===== config.mk =====
export PLATFORM = sky130hd
export DESIGN_NAME = core_cmd_sequencer
export DESIGN_NICKNAME = d
export VERILOG_FILES = /design/src/rtl/core_cmd_sequencer.sv
export SDC_FILE = /design/constraint.sdc
export NUM_CORES = 1
export LEC_CHECK = 0
export CAP_MARGIN = 15
export CORE_UTILIZATION = 30
export CTS_BUF_LIST = sky130_fd_sc_hd__clkbuf_4 sky130_fd_sc_hd__clkbuf_8
export DETAILED_ROUTE_END_ITERATION = 8
export GPL_ROUTABILITY_DRIVEN = 0
export MAX_ROUTING_LAYER = met4
export SYNTH_ARGS = -nofsm -noshare
export SYNTH_HDL_FRONTEND = slang
export SYNTH_SLANG_ARGS = --single-unit

===== constraint.sdc =====
create_clock -name clk -period 4.4 [get_ports clk]
set_input_delay 0.88 -clock clk [delete_from_list [all_inputs] [get_ports clk]]
set_output_delay 0.88 -clock clk [all_outputs]
set_load 0.02 [all_outputs]

===== src/rtl/core_cmd_sequencer.sv =====
// Command FIFO plus a fetch/issue/wait/clear sequencer that drives the ComputeCore
// command port, gates host BRAM access and records sticky error conditions.

module core_cmd_sequencer #(
    parameter int DEPTH   = 16,
    parameter int AW      = 4,
    parameter int TIMEOUT = 1048576,
    parameter int SETTLE  = 2
) (
    input  logic        clk,
    input  logic        rst_n,
    input  logic [34:0] cmd_in,
    input  logic        cmd_valid,
    output logic        cmd_ready,
    input  logic        start,
    input  logic        clear_err,
    output logic [34:0] command_out,
    output logic        command_we0,
    output logic        command_we1,
    input  logic        done_ins_computation,
    input  logic        error_trng,
    output logic        busy,
    output logic        ext_grant,
    output logic        seq_done,
    output logic        err_timeout,
    output logic        err_illegal,
    output logic        err_trng,
    output logic [15:0] issued_count
);

    localparam int TW = $clog2(TIMEOUT + 1);
    localparam int SW = $clog2(SETTLE + 1);
    localparam logic [TW-1:0] TO_LAST     = TW'(TIMEOUT - 1);
    localparam logic [SW-1:0] SETTLE_LAST = SW'(SETTLE - 1);

    localparam logic [2:0] S_IDLE   = 3'd0;
    localparam logic [2:0] S_FETCH  = 3'd1;
    localparam logic [2:0] S_ISSUE  = 3'd2;
    localparam logic [2:0] S_WAIT   = 3'd3;
    localparam logic [2:0] S_CLEAR  = 3'd4;
    localparam logic [2:0] S_SETTLE = 3'd5;
    localparam logic [2:0] S_DONE   = 3'd6;

    function automatic logic f_ins_legal(input logic [4:0] ins);
        case (ins)
            5'd18, 5'd19, 5'd20, 5'd22, 5'd23, 5'd24: f_ins_legal = 1'b1;
            default:                                  f_ins_legal = 1'b0;
        endcase
    endfunction

    logic [34:0]   r_mem [DEPTH];
    logic [AW-1:0] r_wr_ptr, r_rd_ptr;
    logic [AW:0]   r_count, w_count_nxt;
    logic [2:0]    r_state, w_state_nxt;
    logic [TW-1:0] r_wait_cnt;
    logic [SW-1:0] r_settle_cnt;
    logic [34:0]   r_command_out, w_head;
    logic [15:0]   r_issued_count;
    logic          r_cmd_ready, r_command_we0, r_busy, r_ext_grant, r_seq_done;
    logic          r_err_timeout, r_err_illegal, r_err_trng;
    logic          w_push, w_pop, w_flush, w_start_go, w_start_empty;
    logic          w_set_illegal, w_set_timeout, w_set_trng;

    assign w_push = cmd_valid & r_cmd_ready;
    assign w_head = r_mem[r_rd_ptr];

    // Next-state and per-cycle action decode
    always_comb begin
        w_state_nxt   = r_state;
        w_pop         = 1'b0;
        w_flush       = 1'b0;
        w_start_go    = 1'b0;
        w_start_empty = 1'b0;
        w_set_illegal = 1'b0;
        w_set_timeout = 1'b0;
        w_set_trng    = 1'b0;
        case (r_state)
            S_IDLE: begin
                if (start && (r_count != (AW+1)'(0))) begin
                    w_state_nxt = S_FETCH;
                    w_start_go  = 1'b1;
                end else begin
                    w_start_empty = start;
                end
            end
            S_FETCH: begin
                w_pop = 1'b1;
                if (f_ins_legal(w_head[4:0])) begin
                    w_state_nxt = S_ISSUE;
                end else begin
                    w_set_illegal = 1'b1;
                    w_state_nxt   = (r_count > (AW+1)'(1)) ? S_FETCH : S_DONE;
                end
            end
            S_ISSUE: w_state_nxt = S_WAIT;
            S_WAIT: begin
                w_set_trng = error_trng & (r_command_out[4:0] == 5'd18);
                if (done_ins_computation) begin
                    w_state_nxt = S_CLEAR;
                end else if (r_wait_cnt == TO_LAST) begin
                    w_set_timeout = 1'b1;
                    w_flush       = 1'b1;
                    w_state_nxt   = S_CLEAR;
                end else begin
                    w_state_nxt = S_WAIT;
                end
            end
            S_CLEAR: w_state_nxt = S_SETTLE;
            S_SETTLE: begin
                if (r_settle_cnt == SETTLE_LAST) begin
                    w_state_nxt = (r_count != (AW+1)'(0)) ? S_FETCH : S_DONE;
                end else begin
                    w_state_nxt = S_SETTLE;
                end
            end
            S_DONE:  w_state_nxt = S_IDLE;
            default: w_state_nxt = S_IDLE;
        endcase
    end

    // FIFO occupancy; a flush keeps only a push landing in the same cycle
    always_comb begin
        if (w_flush) begin
            w_count_nxt = w_push ? (AW+1)'(1) : (AW+1)'(0);
        end else begin
            w_count_nxt = r_count + (AW+1)'(w_push) - (AW+1)'(w_pop);
        end
    end

    // FIFO storage, written on every accepted push
    always_ff @(posedge clk) begin
        if (w_push) begin
            r_mem[r_wr_ptr] <= cmd_in;
        end
    end

    // FIFO pointers and count
    always_ff @(posedge clk or negedge rst_n) begin
        if (!rst_n) begin
            r_wr_ptr <= AW'(0);
            r_rd_ptr <= AW'(0);
            r_count  <= (AW+1)'(0);
        end else begin
            r_wr_ptr <= w_push ? (r_wr_ptr + AW'(1)) : r_wr_ptr;
            if (w_flush) begin
                r_rd_ptr <= r_wr_ptr;
            end else if (w_pop) begin
                r_rd_ptr <= r_rd_ptr + AW'(1);
            end else begin
                r_rd_ptr <= r_rd_ptr;
            end
            r_count <= w_count_nxt;
        end
    end

    // Sequencer state, counters, and outputs registered from the next state
    always_ff @(posedge clk or negedge rst_n) begin
        if (!rst_n) begin
            r_state        <= S_IDLE;
            r_wait_cnt     <= TW'(0);
            r_settle_cnt   <= SW'(0);
            r_command_out  <= 35'd0;
            r_command_we0  <= 1'b0;
            r_busy         <= 1'b0;
            r_ext_grant    <= 1'b1;
            r_seq_done     <= 1'b0;
            r_cmd_ready    <= 1'b1;
            r_issued_count <= 16'd0;
            r_err_timeout  <= 1'b0;
            r_err_illegal  <= 1'b0;
            r_err_trng     <= 1'b0;
        end else begin
            r_state      <= w_state_nxt;
            r_wait_cnt   <= (r_state == S_ISSUE) ? TW'(0) :
                            (r_state == S_WAIT)  ? (r_wait_cnt + TW'(1)) : r_wait_cnt;
            r_settle_cnt <= (r_state == S_CLEAR)  ? SW'(0) :
                            (r_state == S_SETTLE) ? (r_settle_cnt + SW'(1)) : r_settle_cnt;
            case (w_state_nxt)
                S_ISSUE: r_command_out <= w_head;
                S_CLEAR: r_command_out <= 35'd0;
                default: r_command_out <= r_command_out;
            endcase
            r_command_we0 <= (w_state_nxt == S_ISSUE) || (w_state_nxt == S_CLEAR);
            r_busy        <= (w_state_nxt != S_IDLE);
            r_ext_grant   <= (w_state_nxt == S_IDLE);
            r_seq_done    <= (w_state_nxt == S_DONE) || w_start_empty;
            // Entering FETCH guarantees a pop next cycle, so space is offered early
            r_cmd_ready   <= (w_count_nxt != (AW+1)'(DEPTH)) || (w_state_nxt == S_FETCH);
            if (w_start_go) begin
                r_issued_count <= 16'd0;
            end else if (w_state_nxt == S_ISSUE) begin
                r_issued_count <= r_issued_count + 16'd1;
            end else begin
                r_issued_count <= r_issued_count;
            end
            r_err_timeout <= w_set_timeout | (r_err_timeout & ~clear_err);
            r_err_illegal <= w_set_illegal | (r_err_illegal & ~clear_err);
            r_err_trng    <= w_set_trng    | (r_err_trng    & ~clear_err);
        end
    end

    assign cmd_ready    = r_cmd_ready;
    assign command_out  = r_command_out;
    assign command_we0  = r_command_we0;
    assign command_we1  = 1'b0;
    assign busy         = r_busy;
    assign ext_grant    = r_ext_grant;
    assign seq_done     = r_seq_done;
    assign err_timeout  = r_err_timeout;
    assign err_illegal  = r_err_illegal;
    assign err_trng     = r_err_trng;
    assign issued_count = r_issued_count;

endmodule


; After elaboration in Yosys (flattened, before gate mapping)
; Memory sizes are Yosys's and may differ from the RTL's.
; Cells that the tools add are included.
[word_totals]
ff_bits = 98
mem_bits_rw = 560
output_inout_bits = 60
elab_cells = 101
memories = 1
[mem_list]
columns = memory, words, word_bits, read_ports, rd_ports_with_merged_regs, wr, line
row1 = r_mem, 16, 35, 1, 0, 1, 51  ; logic [34:0] r_mem [DEPTH];
[classes]
add_sub_neg = 7
order_cmp = 1
eq_ne = 19
mux = 34
n_bitwise = 9
n_reduce_logical = 14
[op_table]
columns = operator, count
row1 = 35-bit one-hot mux with 2 select lines, 1
row2 = 21-bit two-way mux, 2
row3 = 5-bit equality test (second input constant), 7
row4 = 16-bit two-way mux, 2
row5 = 21-bit by 1-bit adder with 21-bit output (second input constant), 1
row6 = 21-bit by 20-bit equality test with 1-bit output (second input constant), 1
row7 = 3-bit two-way mux, 7
row8 = 3-bit one-hot mux with 6 select lines, 1
row9 = 16-bit by 1-bit adder with 16-bit output (second input constant), 1
row10 = 1-bit two-way mux, 16
row11 = 3-bit equality test (second input constant), 4
row12 = 2-bit nonzero test, 5
row13 = 3-bit by 2-bit equality test with 1-bit output (second input constant), 3
row14 = 4-bit by 1-bit adder with 4-bit output (second input constant), 2
row15 = 4-bit two-way mux, 2
row16 = 3-bit by 1-bit equality test with 1-bit output (second input constant), 2
row17 = 3-bit zero test, 2
row18 = 6-bit OR reduction, 1
row19 = 5-bit by 1-bit adder with 5-bit output, 1
row20 = 1-bit AND, 5
row21 = 5-bit by 1-bit greater-than comparator with 1-bit output (second input constant), 1
row22 = 5-bit two-way mux, 1
row23 = 5-bit inequality test (second input constant), 1
row24 = 5-bit nonzero test, 1
row25 = 9 further kinds, 14

; Depth between registers and ports, before layout
; An unclocked memory read counts as a cell.
[depth]
depth_word = 10
depth_mapped = 16
depth_no_buf = 14

; Worst setup path after synthesis
; OpenSTA, ideal clock, no wires.
[synth_timing]
path_type = input port to flip-flop
startpoint = input port cmd_valid
endpoint = memory r_mem[3][0] (enable)
setup_ns = 0.471
arrival_time_ns = 3.853
required_ns = 3.929
path_slack_ns = 0.076
stages = 4
cell_sequence = and2_1 > clkbuf_1 > nand2_1 > nor3_1
[synth_between]
elab_chain_cells = 3
[synth_lines]
columns = item, line
row1 = start: declaration, 13  ; input logic cmd_valid,
row2 = 1-bit AND, 64  ; assign w_push = cmd_valid & r_cmd_ready;
row3 = 1-bit two-way mux, 132  ; if (w_push) begin
row4 = 1-bit two-way mux (not written as such), 133  ; r_mem[r_wr_ptr] <= cmd_in;
row5 = end: declaration, 51
; No other way between the ends.

; Worst setup path after layout
[layout_timing]
startpoint = register r_rd_ptr[0]
endpoint = register r_command_out[20], in the netlist command_out[20]
[layout_between]
elab_chain_cells = 9
[layout_lines]
columns = item, line
row1 = start: declaration, 52  ; logic [AW-1:0] r_wr_ptr, r_rd_ptr;
row2 = start signal: assignment, 146  ; r_rd_ptr <= r_wr_ptr;
row3 = start signal: assignment, 148  ; r_rd_ptr <= r_rd_ptr + AW'(1);
row4 = start signal: assignment, 150  ; r_rd_ptr <= r_rd_ptr;
row5 = memory 16 x 35 bit *, -
row6 = 5-bit equality test, 45  ; case (ins)
row7 = 6-bit OR reduction, 45
row8 = 1-bit two-way mux, 45
row9 = 1-bit two-way mux, 77  ; case (r_state)
row10 = 3-bit two-way mux, 88  ; if (f_ins_legal(w_head[4:0])) begin
row11 = 3-bit one-hot mux with 6 select lines, 77
row12 = 3-bit equality test / 3-bit by 2-bit equality test with 1-bit output (equally long branches), 178  ; case (w_state_nxt)
row13 = 35-bit one-hot mux with 2 select lines / 2-bit nonzero test (equally long branches), -
row14 = end signal: assignment, 179  ; S_ISSUE: r_command_out <= w_head;
row15 = end signal: assignment, 181  ; default: r_command_out <= r_command_out;
row16 = end: declaration, 57  ; logic [34:0] r_command_out, w_head;
; Mark *: on every way between the ends. The rest lies on a longest branch, timed or not. The select of a mux whose other input is x is not followed.
; A chain may end at the register's enable or synchronous reset.

==> metrics.log <==
[metrics] result of the run: completed
[metrics] detailed-route vias per instance: 4.83
[metrics] slew at the pin with the worst max-slew slack: 0.945 ns
[metrics] setup repair after global routing missed its margin: no
[metrics] Clock Root Buffer: clkbuf_8
[metrics] Std-Cell Rows: 107
[metrics] Synth-to-Final Area Change: 18.4%
[metrics] count of buffers from port buffering: 100
[metrics] Post-CTS Hold Buffers: 0
[metrics] Cell Area, Synth: 0.0261 mm^2
[metrics] Setup TNS: 0 ns
[metrics] clock buffer count from CTS: 103
[metrics] clock network latency to the later pin of the worst-skew pair: 0.72 ns
[metrics] startpoint kind of the worst setup timing path: register
[metrics] overflow left after global routing: 0
[metrics] class of the most critical setup path: reg -> reg
[metrics] flip-flop and latch count after synthesis: 658
[metrics] fraction of post-synthesis cell area in the top cell type by area: 64.3%
[metrics] final period demand of the worst path: 3.83 ns
[metrics] final instance area: 0.0310 mm^2
[metrics] Worst Hold Slack: 0.194 ns
[metrics] net total in the final layout: 1597
[metrics] most frequent cells after synthesis: edfxtp_1 (560), mux4_2 (166), dfrtp_1 (96), nand2_1 (82), inv_1 (54)
[metrics] final slew viol count: 0
[metrics] Detail Placement HPWL: 34000 um
[metrics] first-pass GRT wire length: 91900 um
[metrics] critical path required time: 5.00 ns
[metrics] share of final-layout standard cells stronger than drive strength 1: 25.9%
[metrics] most common flop cell mapped by yosys: edfxtp_1
[metrics] gr usage total: 14.3%
[metrics] Iter 0 DRT Violations: 1119
[metrics] number of antenna violations at the first check in global routing: 7
[metrics] post-synthesis net count: 1410
[metrics] setup violators final: 0
[metrics] Max IR drop VDD: 0.276 mV
[metrics] library cell with the highest instance count after synthesis: edfxtp_1
[metrics] number of vias after detailed routing: 13391
[metrics] worst clock skew on the final layout: 0.0480 ns
[metrics] biggest fanout along the worst timing path: 25
[metrics] P_leak: 10.4 nW
[metrics] async set-or-reset flop fraction in the synthesized netlist: 14.9%
[metrics] count of flip-flops with a built-in enable after synthesis: 560
[metrics] Critical Path Sink Type: register
[metrics] number of global-route vias before repair: 14105
[metrics] die width: 297 um
[metrics] clock sink count: 658
[metrics] Syn Area/Cell: 19.4 um^2
[metrics] routed wirelength normalized by instance count: 22.1 um
[metrics] clk slew on worst S/H paths: 0.06 ns
[metrics] path category of the worst min-delay check: in -> async
[metrics] vertical die dimension: 297 um
[metrics] top cells by area in the synthesized netlist: edfxtp_1 (64%), mux4_2 (14%), dfrtp_1 (9.2%)
[metrics] Total Routed Length: 61200 um
[metrics] crit path DAT: 4.42 ns
[metrics] I/O Pins: 102
[metrics] number of hold violations in the final report: 0
[metrics] maximum level of the CTS H-tree: 3
[metrics] number of max-capacitance violations reported: 0
[metrics] maximum count of clock buffers along a single path: 3
[metrics] DRC errors left: 0
[metrics] CTS tree: done
[metrics] worst max-slew margin expressed relative to the limit: 36.8%
[metrics] pin count of the biggest net entering global routing: 48
[metrics] cell count after synthesis: 1351
[metrics] drt first pass iters: 5
[metrics] starting density of the core: 30.5%
[metrics] post-synthesis cell type count: 60
[metrics] part of the cycle the worst path needs: 87.0%
[metrics] leading area contributor after synthesis: edfxtp_1
[metrics] maximum clock rate: 0.261 GHz
[metrics] warning count from the yosys run: 0
[metrics] number of gates resized after cts: 0
[metrics] area of the core region: 0.0857 mm^2
[metrics] Die ar.: 0.0883 mm^2
[metrics] sequential element share of the synthesized area: 73.7%
[metrics] placement-stage cell area: 0.0288 mm^2
[metrics] Power per Cell Area: 621 mW/mm^2
[metrics] Setup Buffers After CTS: 0
[metrics] remaining antenna violation count after routing: 0
==> report_power, final <==
group	total (mW)	switching (mW)	internal [mW]
Combinational	5.80	3.15	2.65
Clock	5.34	2.42	2.91
Sequential	8.09	0.454	7.64
Total	19.2	6.03	13.2
==> cells in the final DEF, fill, tap and decap left out, types with 22 or more instances in the layout <==
master and instances:
a21oi_1 22, nor2_1 36, edfxtp_1 560, clkbuf_8 114, buf_4 44, mux4_2 166, clkdlybuf4s50_1 99, clkbuf_4 40
dfrtp_1 93, nand3_1 24, inv_1 53, mux2i_1 52, nand2_1 82
==> kinds of logic after synthesis <==
logic type | after synthesis | share of synthesized area [%]
buffers and inverters | 118 | 1.90
adder cells (fa/ha/maj) | 17 | 0.842
AO/OA/AOI/OAI | 98 | 2.58
XOR/XNOR | 19 | 0.636
other | 1 | 0.0143
multiplexers | 221 | 16.4
AND/OR/NAND/NOR | 219 | 3.90
flip-flops | 658 | 73.7
==> layer usage <==
layer | share of wire, % | vias up | global-route usage (%)
met5 | 0 | - | -
met4 | 2.2 | 0 | 4.38
met3 | 5.5 | 100 | 2.96
met2 | 49 | 391 | 22.4
met1 | 44 | 7088 | 18.7
li1 | - | 5812 | -
==> area by class of cell <==
class                      instances  area (um^2)
multi-input combinational        575         6500
clock buffer                     153         1860
inverter                          54          203
tap                             1144         1430
antenna                            6         15.0
clock inverter                    36          302
sequential                       658        19300
fill                            8006        54700
timing repair buffer             146         1370
==> flip-flops by register name, summed over array words and instances, names as in the netlist, 2 cells and up <==
name / count
r_settle_cnt: 2
r_count: 5
r_mem: 560
r_state: 3
r_rd_ptr: 4
issued_count: 16
r_wait_cnt: 21
r_wr_ptr: 4
command_out: 35
==> worst max-delay path: stages (launching register included) <==
cell and delay, ns:
dfrtp_4 0.71, mux4_2 0.56, mux4_2 0.57, a21oi_4 0.26
o21ai_2 0.20, nor2_4 0.74, buf_4 0.46, mux2i_1 0.22
==> through the flow <==
step,std cells,worst slack (ns),util [%],power (mW)
2_1_floorplan,1351,0.0764,-,12.1
3_3_place_gp,2576,0.634,33.6,14.0
3_5_place_dp,2576,0.513,33.6,14.1
4_1_cts,2765,0.509,36.1,19.5
5_1_grt,2772,0.326,36.1,20.2
6_report,2772,0.573,36.1,19.2
==> worst paths after layout <==
| check | from | endpoint | slack, ns | cells past startpoint |
|---|---|---|---|---|
| setup / recovery | r_rd_ptr[0] | command_out[20] | 0.57 | 7 |
| hold / removal | rst_n | r_wait_cnt[3] | 0.19 | 1 |
| setup reg to reg | r_rd_ptr[0] | command_out[20] | 0.57 | 7 |
| hold reg to reg | err_trng | err_trng | 0.48 | 1 |
| max in group asynchronous | rst_n | command_out[22] | 3.28 | 2 |
| min in group clk | err_trng | err_trng | 0.48 | 1 |
No activity file was read; power rests on OpenSTA's default activity.
